--- src/rtl/seg_scan_capture.sv ---
// seg_scan_capture: rebuilds the 8 BCD digits shown on a multiplexed,
// active-low seven-segment scan (anode / LED_seg). Each digit is captured
// once its {anode, LED_seg} pair has been stable for SETTLE_CYCLES
// registered samples. A frame is committed as a whole once all eight
// digits have been captured.
// Optional build macro: SEG_CAPTURE_HEX_EN adds decoding of the hex
// glyphs A..F.
module seg_scan_capture #(
   parameter int SETTLE_CYCLES = 16,
   parameter int STALE_CYCLES  = 2000000
) (
   input  logic        CLK100MHZ,
   input  logic        reset,
   input  logic [7:0]  anode,
   input  logic [6:0]  LED_seg,
   output logic [31:0] digits,
   output logic [7:0]  blank_mask,
   output logic        frame_done,
   output logic        seg_error,
   output logic        scan_stale
);

   localparam int STALE_W = $clog2(STALE_CYCLES + 1);

   typedef enum logic [1:0] {IDLE, SETTLE, HELD} state_t;

   // Returns {blank, error, code} for one active-low abcdefg pattern.
   function automatic logic [5:0] decode(input logic [6:0] seg);
      logic [5:0] r;
      case (seg)
         7'b0000001: r = {2'b00, 4'h0};
         7'b1001111: r = {2'b00, 4'h1};
         7'b0010010: r = {2'b00, 4'h2};
         7'b0000110: r = {2'b00, 4'h3};
         7'b1001100: r = {2'b00, 4'h4};
         7'b0100100: r = {2'b00, 4'h5};
         7'b0100000: r = {2'b00, 4'h6};
         7'b0001111: r = {2'b00, 4'h7};
         7'b0000000: r = {2'b00, 4'h8};
         7'b0000100: r = {2'b00, 4'h9};
`ifdef SEG_CAPTURE_HEX_EN
         7'b0001000: r = {2'b00, 4'hA};
         7'b1100000: r = {2'b00, 4'hB};
         7'b0110001: r = {2'b00, 4'hC};
         7'b1000010: r = {2'b00, 4'hD};
         7'b0110000: r = {2'b00, 4'hE};
         7'b0111000: r = {2'b00, 4'hF};
`endif
         7'b1111111: r = {2'b10, 4'hF};
         default:    r = {2'b01, 4'hE};
      endcase
      return r;
   endfunction

   logic [7:0]         anode_p0, anode_p1;
   logic [6:0]         seg_p0, seg_p1;
   state_t             state, state_nx;
   logic [7:0]         cnt, cnt_nx;
   logic               capture;
   logic [7:0]         lit;
   logic               valid, same;
   logic [2:0]         idx;
   logic [5:0]         dec;
   logic [31:0]        shadow;
   logic [7:0]         shadow_blank, shadow_err, mask, mask_cap;
   logic               commit_pend;
   logic [STALE_W-1:0] stale_cnt;

   assign lit      = ~anode_p0;
   assign valid    = (lit != 8'd0) && ((lit & (lit - 8'd1)) == 8'd0);
   assign same     = (anode_p0 == anode_p1) && (seg_p0 == seg_p1);
   assign dec      = decode(seg_p0);
   assign mask_cap = mask | (8'd1 << idx);

   // Active digit index from the one-hot-low registered anode.
   always_comb begin
      idx = 3'd0;
      for (int i = 0; i < 8; i++)
         if (lit[i]) idx = 3'(i);
   end

   // Input stage: register the scan once and keep the previous sample.
   always_ff @(posedge CLK100MHZ) begin
      if (reset) begin
         anode_p0 <= 8'hFF;
         seg_p0   <= 7'h7F;
         anode_p1 <= 8'hFF;
         seg_p1   <= 7'h7F;
      end else begin
         anode_p0 <= anode;
         seg_p0   <= LED_seg;
         anode_p1 <= anode_p0;
         seg_p1   <= seg_p0;
      end
   end

   // Settle FSM state and stability counter.
   always_ff @(posedge CLK100MHZ) begin
      if (reset) begin
         state <= IDLE;
         cnt   <= 8'd0;
      end else begin
         state <= state_nx;
         cnt   <= cnt_nx;
      end
   end

   // Next state: count identical samples, capture once when settled.
   always_comb begin
      state_nx = state;
      cnt_nx   = cnt;
      capture  = 1'b0;
      case (state)
         IDLE: begin
            if (valid) begin
               state_nx = SETTLE;
               cnt_nx   = 8'd1;
            end
         end
         SETTLE: begin
            if (!valid) begin
               state_nx = IDLE;
               cnt_nx   = 8'd0;
            end else if (!same) begin
               cnt_nx = 8'd1;
            end else begin
               cnt_nx = cnt + 8'd1;
               if (cnt_nx == 8'(SETTLE_CYCLES)) begin
                  capture  = 1'b1;
                  state_nx = HELD;
               end
            end
         end
         HELD: begin
            if (!same) begin
               state_nx = valid ? SETTLE : IDLE;
               cnt_nx   = valid ? 8'd1 : 8'd0;
            end
         end
         default: begin
            state_nx = IDLE;
            cnt_nx   = 8'd0;
         end
      endcase
   end

   // Shadow frame capture and frame-atomic commit one cycle after completion.
   always_ff @(posedge CLK100MHZ) begin
      if (reset) begin
         shadow       <= 32'd0;
         shadow_blank <= 8'd0;
         shadow_err   <= 8'd0;
         mask         <= 8'd0;
         commit_pend  <= 1'b0;
         digits       <= 32'd0;
         blank_mask   <= 8'hFF;
         seg_error    <= 1'b0;
         frame_done   <= 1'b0;
      end else begin
         frame_done  <= commit_pend;
         commit_pend <= 1'b0;
         if (commit_pend) begin
            digits     <= shadow;
            blank_mask <= shadow_blank;
            seg_error  <= |shadow_err;
         end
         if (capture) begin
            shadow[{idx, 2'b00} +: 4] <= dec[3:0];
            shadow_blank[idx]         <= dec[5];
            shadow_err[idx]           <= dec[4];
            if (mask_cap == 8'hFF) begin
               mask        <= 8'd0;
               commit_pend <= 1'b1;
            end else begin
               mask <= mask_cap;
            end
         end
      end
   end

   // Cycles since the last capture, saturating at the stale threshold.
   always_ff @(posedge CLK100MHZ) begin
      if (reset || capture)
         stale_cnt <= '0;
      else if (stale_cnt < STALE_W'(STALE_CYCLES))
         stale_cnt <= stale_cnt + 1'b1;
   end

   assign scan_stale = (stale_cnt >= STALE_W'(STALE_CYCLES));

endmodule

--- config.mk ---
export PLATFORM = sky130hd
export DESIGN_NAME = seg_scan_capture
export DESIGN_NICKNAME = d
export VERILOG_FILES = /design/src/rtl/seg_scan_capture.sv
export SDC_FILE = /design/constraint.sdc
export NUM_CORES = 1
export LEC_CHECK = 0
export BUFFER_PORTS_ARGS = -buffer_cell sky130_fd_sc_hd__buf_2
export CORE_MARGIN = 5
export CORE_UTILIZATION = 59
export DETAILED_ROUTE_END_ITERATION = 8
export PLACE_DENSITY = 0.82
export SETUP_SLACK_MARGIN = 0.15
export SYNTH_ARGS = -nofsm -noshare
export SYNTH_HDL_FRONTEND = slang
export SYNTH_SLANG_ARGS = --single-unit
--- constraint.sdc ---
create_clock -name CLK100MHZ -period 3.55 [get_ports CLK100MHZ]
set_input_delay 0.355 -clock CLK100MHZ [delete_from_list [all_inputs] [get_ports CLK100MHZ]]
set_output_delay 0.355 -clock CLK100MHZ [all_outputs]
set_load 0.05 [all_outputs]
==> flow_metrics.env <==
export IMPL_path_buf_inv=1
export IMPL_grt_util_all_layers=0.224
export IMPL_final_nets=828
export IMPL_powerDensity_mw_per_mm2=484
export IMPL_die_y_um=120
export IMPL_diodes=0
export IMPL_finalCritPeriodShare=0.897
export IMPL_yosysSeqAreaShare=0.451
export IMPL_netlist_area_mm2=0.00711
export IMPL_crit_chain="inv_1 -> o21ai_2 -> nor2_1 -> ha_1 -> ha_1 -> o21bai_1 -> or3_1 -> or3_1 -> o21ai_0 -> a21oi_1"
export IMPL_path_clk_slew_ns=0.06
export IMPL_critPathSlowestCell="or3_1"
export IMPL_ios=60
export IMPL_die_x_um=120
export IMPL_clk_latency_ns=0.43
export IMPL_ys_warn_count=0
export IMPL_seq_area_mm2=0.00320
export IMPL_cts_root_buffer="clkbuf_16"
export IMPL_cp_end_kind="flip-flop"
export IMPL_hp_class="in -> reg"
export IMPL_first_global_vias=5442
export IMPL_clock_sinks=160
export IMPL_finalClockSkew_ns=0.00896
export IMPL_drc=0
export IMPL_ys_seq_elements=160
export IMPL_ant_nets=0
export IMPL_dpl_cell_area_mm2=0.00744
export IMPL_slowest_delay_ns=0.50
export IMPL_final_min_clock_period_ns=3.19
export IMPL_cp_required_ns=3.84
export IMPL_grt_max_degree=55
export IMPL_tightest_slew_ns=1.13
export IMPL_die_area_mm2=0.0143
export IMPL_synth_edff_count=0
export IMPL_cts_buffers=17
export IMPL_synthesis_area_per_instance_um2=9.32
export IMPL_fin_tns_setup_ns=0
export IMPL_grt_pass1_wl_um=26200
export IMPL_status="complete, no violations"
export IMPL_maxSlewHeadroom=0.243
export IMPL_floorplan_initialDensity=0.597
export IMPL_area_growth_pct=13.3
export IMPL_crit_fanout=7
export IMPL_worstSetupStartpointType="flip-flop"
export IMPL_drt_total_wl_um=16200
export IMPL_synthFlopType="dfxtp_1"
export IMPL_max_freq_mhz=314
export IMPL_critPathArrivalTime_ns=3.48
export IMPL_vdd_drop_max_mv=0.372
export IMPL_core_area_mm2=0.0119
export IMPL_fillers=909
export IMPL_finalSetupViolations=0
export IMPL_synth_fp_nets=788
export IMPL_worstSetupPathType="reg -> reg"
export IMPL_max_cap_viol_count=0
export IMPL_async_flop_share=0
export IMPL_viasPerCell=5.99
export IMPL_rsz0062_at_grt="no"
export IMPL_static_leakage_power_nw=2.95
export IMPL_rows=40
export IMPL_mostFrequentLayoutCells="dfxtp_1, nor2_1, buf_2"
export IMPL_post_cts_buffers=0
export IMPL_final_common_cell="dfxtp_1"
export IMPL_first_iter_violations=371
export IMPL_h_tree_depth=4
export IMPL_vias=5761
export IMPL_grt_overflow=0
export IMPL_finalMaxSlewViolations=0
export IMPL_dr_pass1_iters=5
export IMPL_yosys_cell_types_count=63
export IMPL_io_buffers=59
export IMPL_wire_per_inst_um=16.8
export IMPL_drive_gt1_frac=0.200
export IMPL_finalInstanceArea_mm2=0.00805
export IMPL_cts_tree="done"
export IMPL_ctsLongestPathBuffers=2
export IMPL_hpwl_um=11100
export IMPL_synth_cells=762
export IMPL_hold_violations=0
export IMPL_place_gp_congestion=0.922
export IMPL_antenna_found_initial=0
export IMPL_multiInputGateArea_mm2=0.00367
export IMPL_ctsHoldBuffers=0
export IMPL_crit_family="simple AND/OR/NAND/NOR gates"
-- layout make-up --
type	instances	share of cell area
clock buffer	19	0.0550
clock inverter	13	0.0174
inverter	12	0.00560
multi-input combinational	544	0.456
sequential	160	0.398
tap	147	0.0229
timing repair buffer	67	0.0445
-- state kept, by name, summed over array words and instances, names as in the netlist --
signal	flops
seg_p1	7
mask	8
seg_p0	7
digits	32
cnt	8
commit_pend	1
frame_done	1
stale_cnt	21
anode_p1	8
anode_p0	8
shadow_err	8
shadow	32
seg_error	1
blank_mask	8
state	2
shadow_blank	8
-- power by group --
part           leakage (nW)  total, mW  switching, mW  internal, mW
clock                 0.275       1.79          0.740          1.05
sequential             1.30       1.85         0.0355          1.82
combinational          1.37      0.253          0.167        0.0857
total                  2.95       3.90          0.943          2.95
-- what timing repair did --
| action | in CTS | in global routing |
|---|---|---|
| hold endpoints to repair | 0 | 0 |
| setup endpoints to repair | 0 | 17 |
| resized for setup | 0 | 6 |
-- per-layer routing --
metal,share of wire,vias up,global-route usage
met5,0,-,0
met3,0.043,30,0.0528
met2,0.51,176,0.380
met1,0.43,2775,0.273
met4,0.020,0,0.0945
li1,-,2780,-
-- Yosys cell counts (all sizes together) (11+ instances only) --
library cell | instances | area [um2]
dfxtp | 160 | 3200
clkbuf | 31 | 116
xor2 | 34 | 298
or2 | 33 | 206
nand2b | 25 | 156
buf | 15 | 90.1
mux2i | 55 | 551
nor2 | 84 | 315
nor4 | 11 | 93.8
nand4 | 21 | 138
a21oi | 38 | 194
nor2b | 15 | 93.8
inv | 11 | 41.3
nand3 | 48 | 245
nor3 | 14 | 75.1
o21ai | 28 | 140
nand2 | 23 | 88.8
-- cells by family after synthesis --
group           after synthesis  share of synthesized area
flops                       160                      0.451
buf+inv                      58                     0.0354
compound gates              131                      0.137
simple gates                311                      0.237
mux                          55                     0.0775
fa+ha+maj                     9                     0.0158
xor+xnor                     38                     0.0468
-- stage by stage --
| step | setup slack [ns] | utilization | power (mW) | hold slack (ns) | std cells |
|---|---|---|---|---|---|
| floorplan | 0.819 | - | 2.07 | 0.426 | 762 |
| global placement | 0.452 | 0.625 | 2.12 | 0.440 | 930 |
| detailed placement | 0.238 | 0.625 | 2.13 | 0.446 | 930 |
| CTS | 0.195 | 0.674 | 3.91 | 0.0951 | 962 |
| global route | 0.226 | 0.676 | 4.02 | 0.102 | 962 |
| finish | 0.365 | 0.676 | 3.90 | 0.101 | 962 |
-- path summary, 6_finish.rpt --
kind | from | cells after the start | slack (ns) | endpoint
worst max-delay path | anode_p0[6]$_SDFF_PP1_ | 10 | 0.36 | shadow[24]$_SDFFE_PP0P_
worst min-delay path | LED_seg[1] | 2 | 0.10 | seg_p0[1]$_SDFF_PP1_
worst max register to register | anode_p0[6]$_SDFF_PP1_ | 10 | 0.36 | shadow[24]$_SDFFE_PP0P_
worst min register to register | shadow[28]$_SDFFE_PP0P_ | 2 | 0.46 | shadow[28]$_SDFFE_PP0P_
Note: power is estimated with default switching activity, not from simulation.
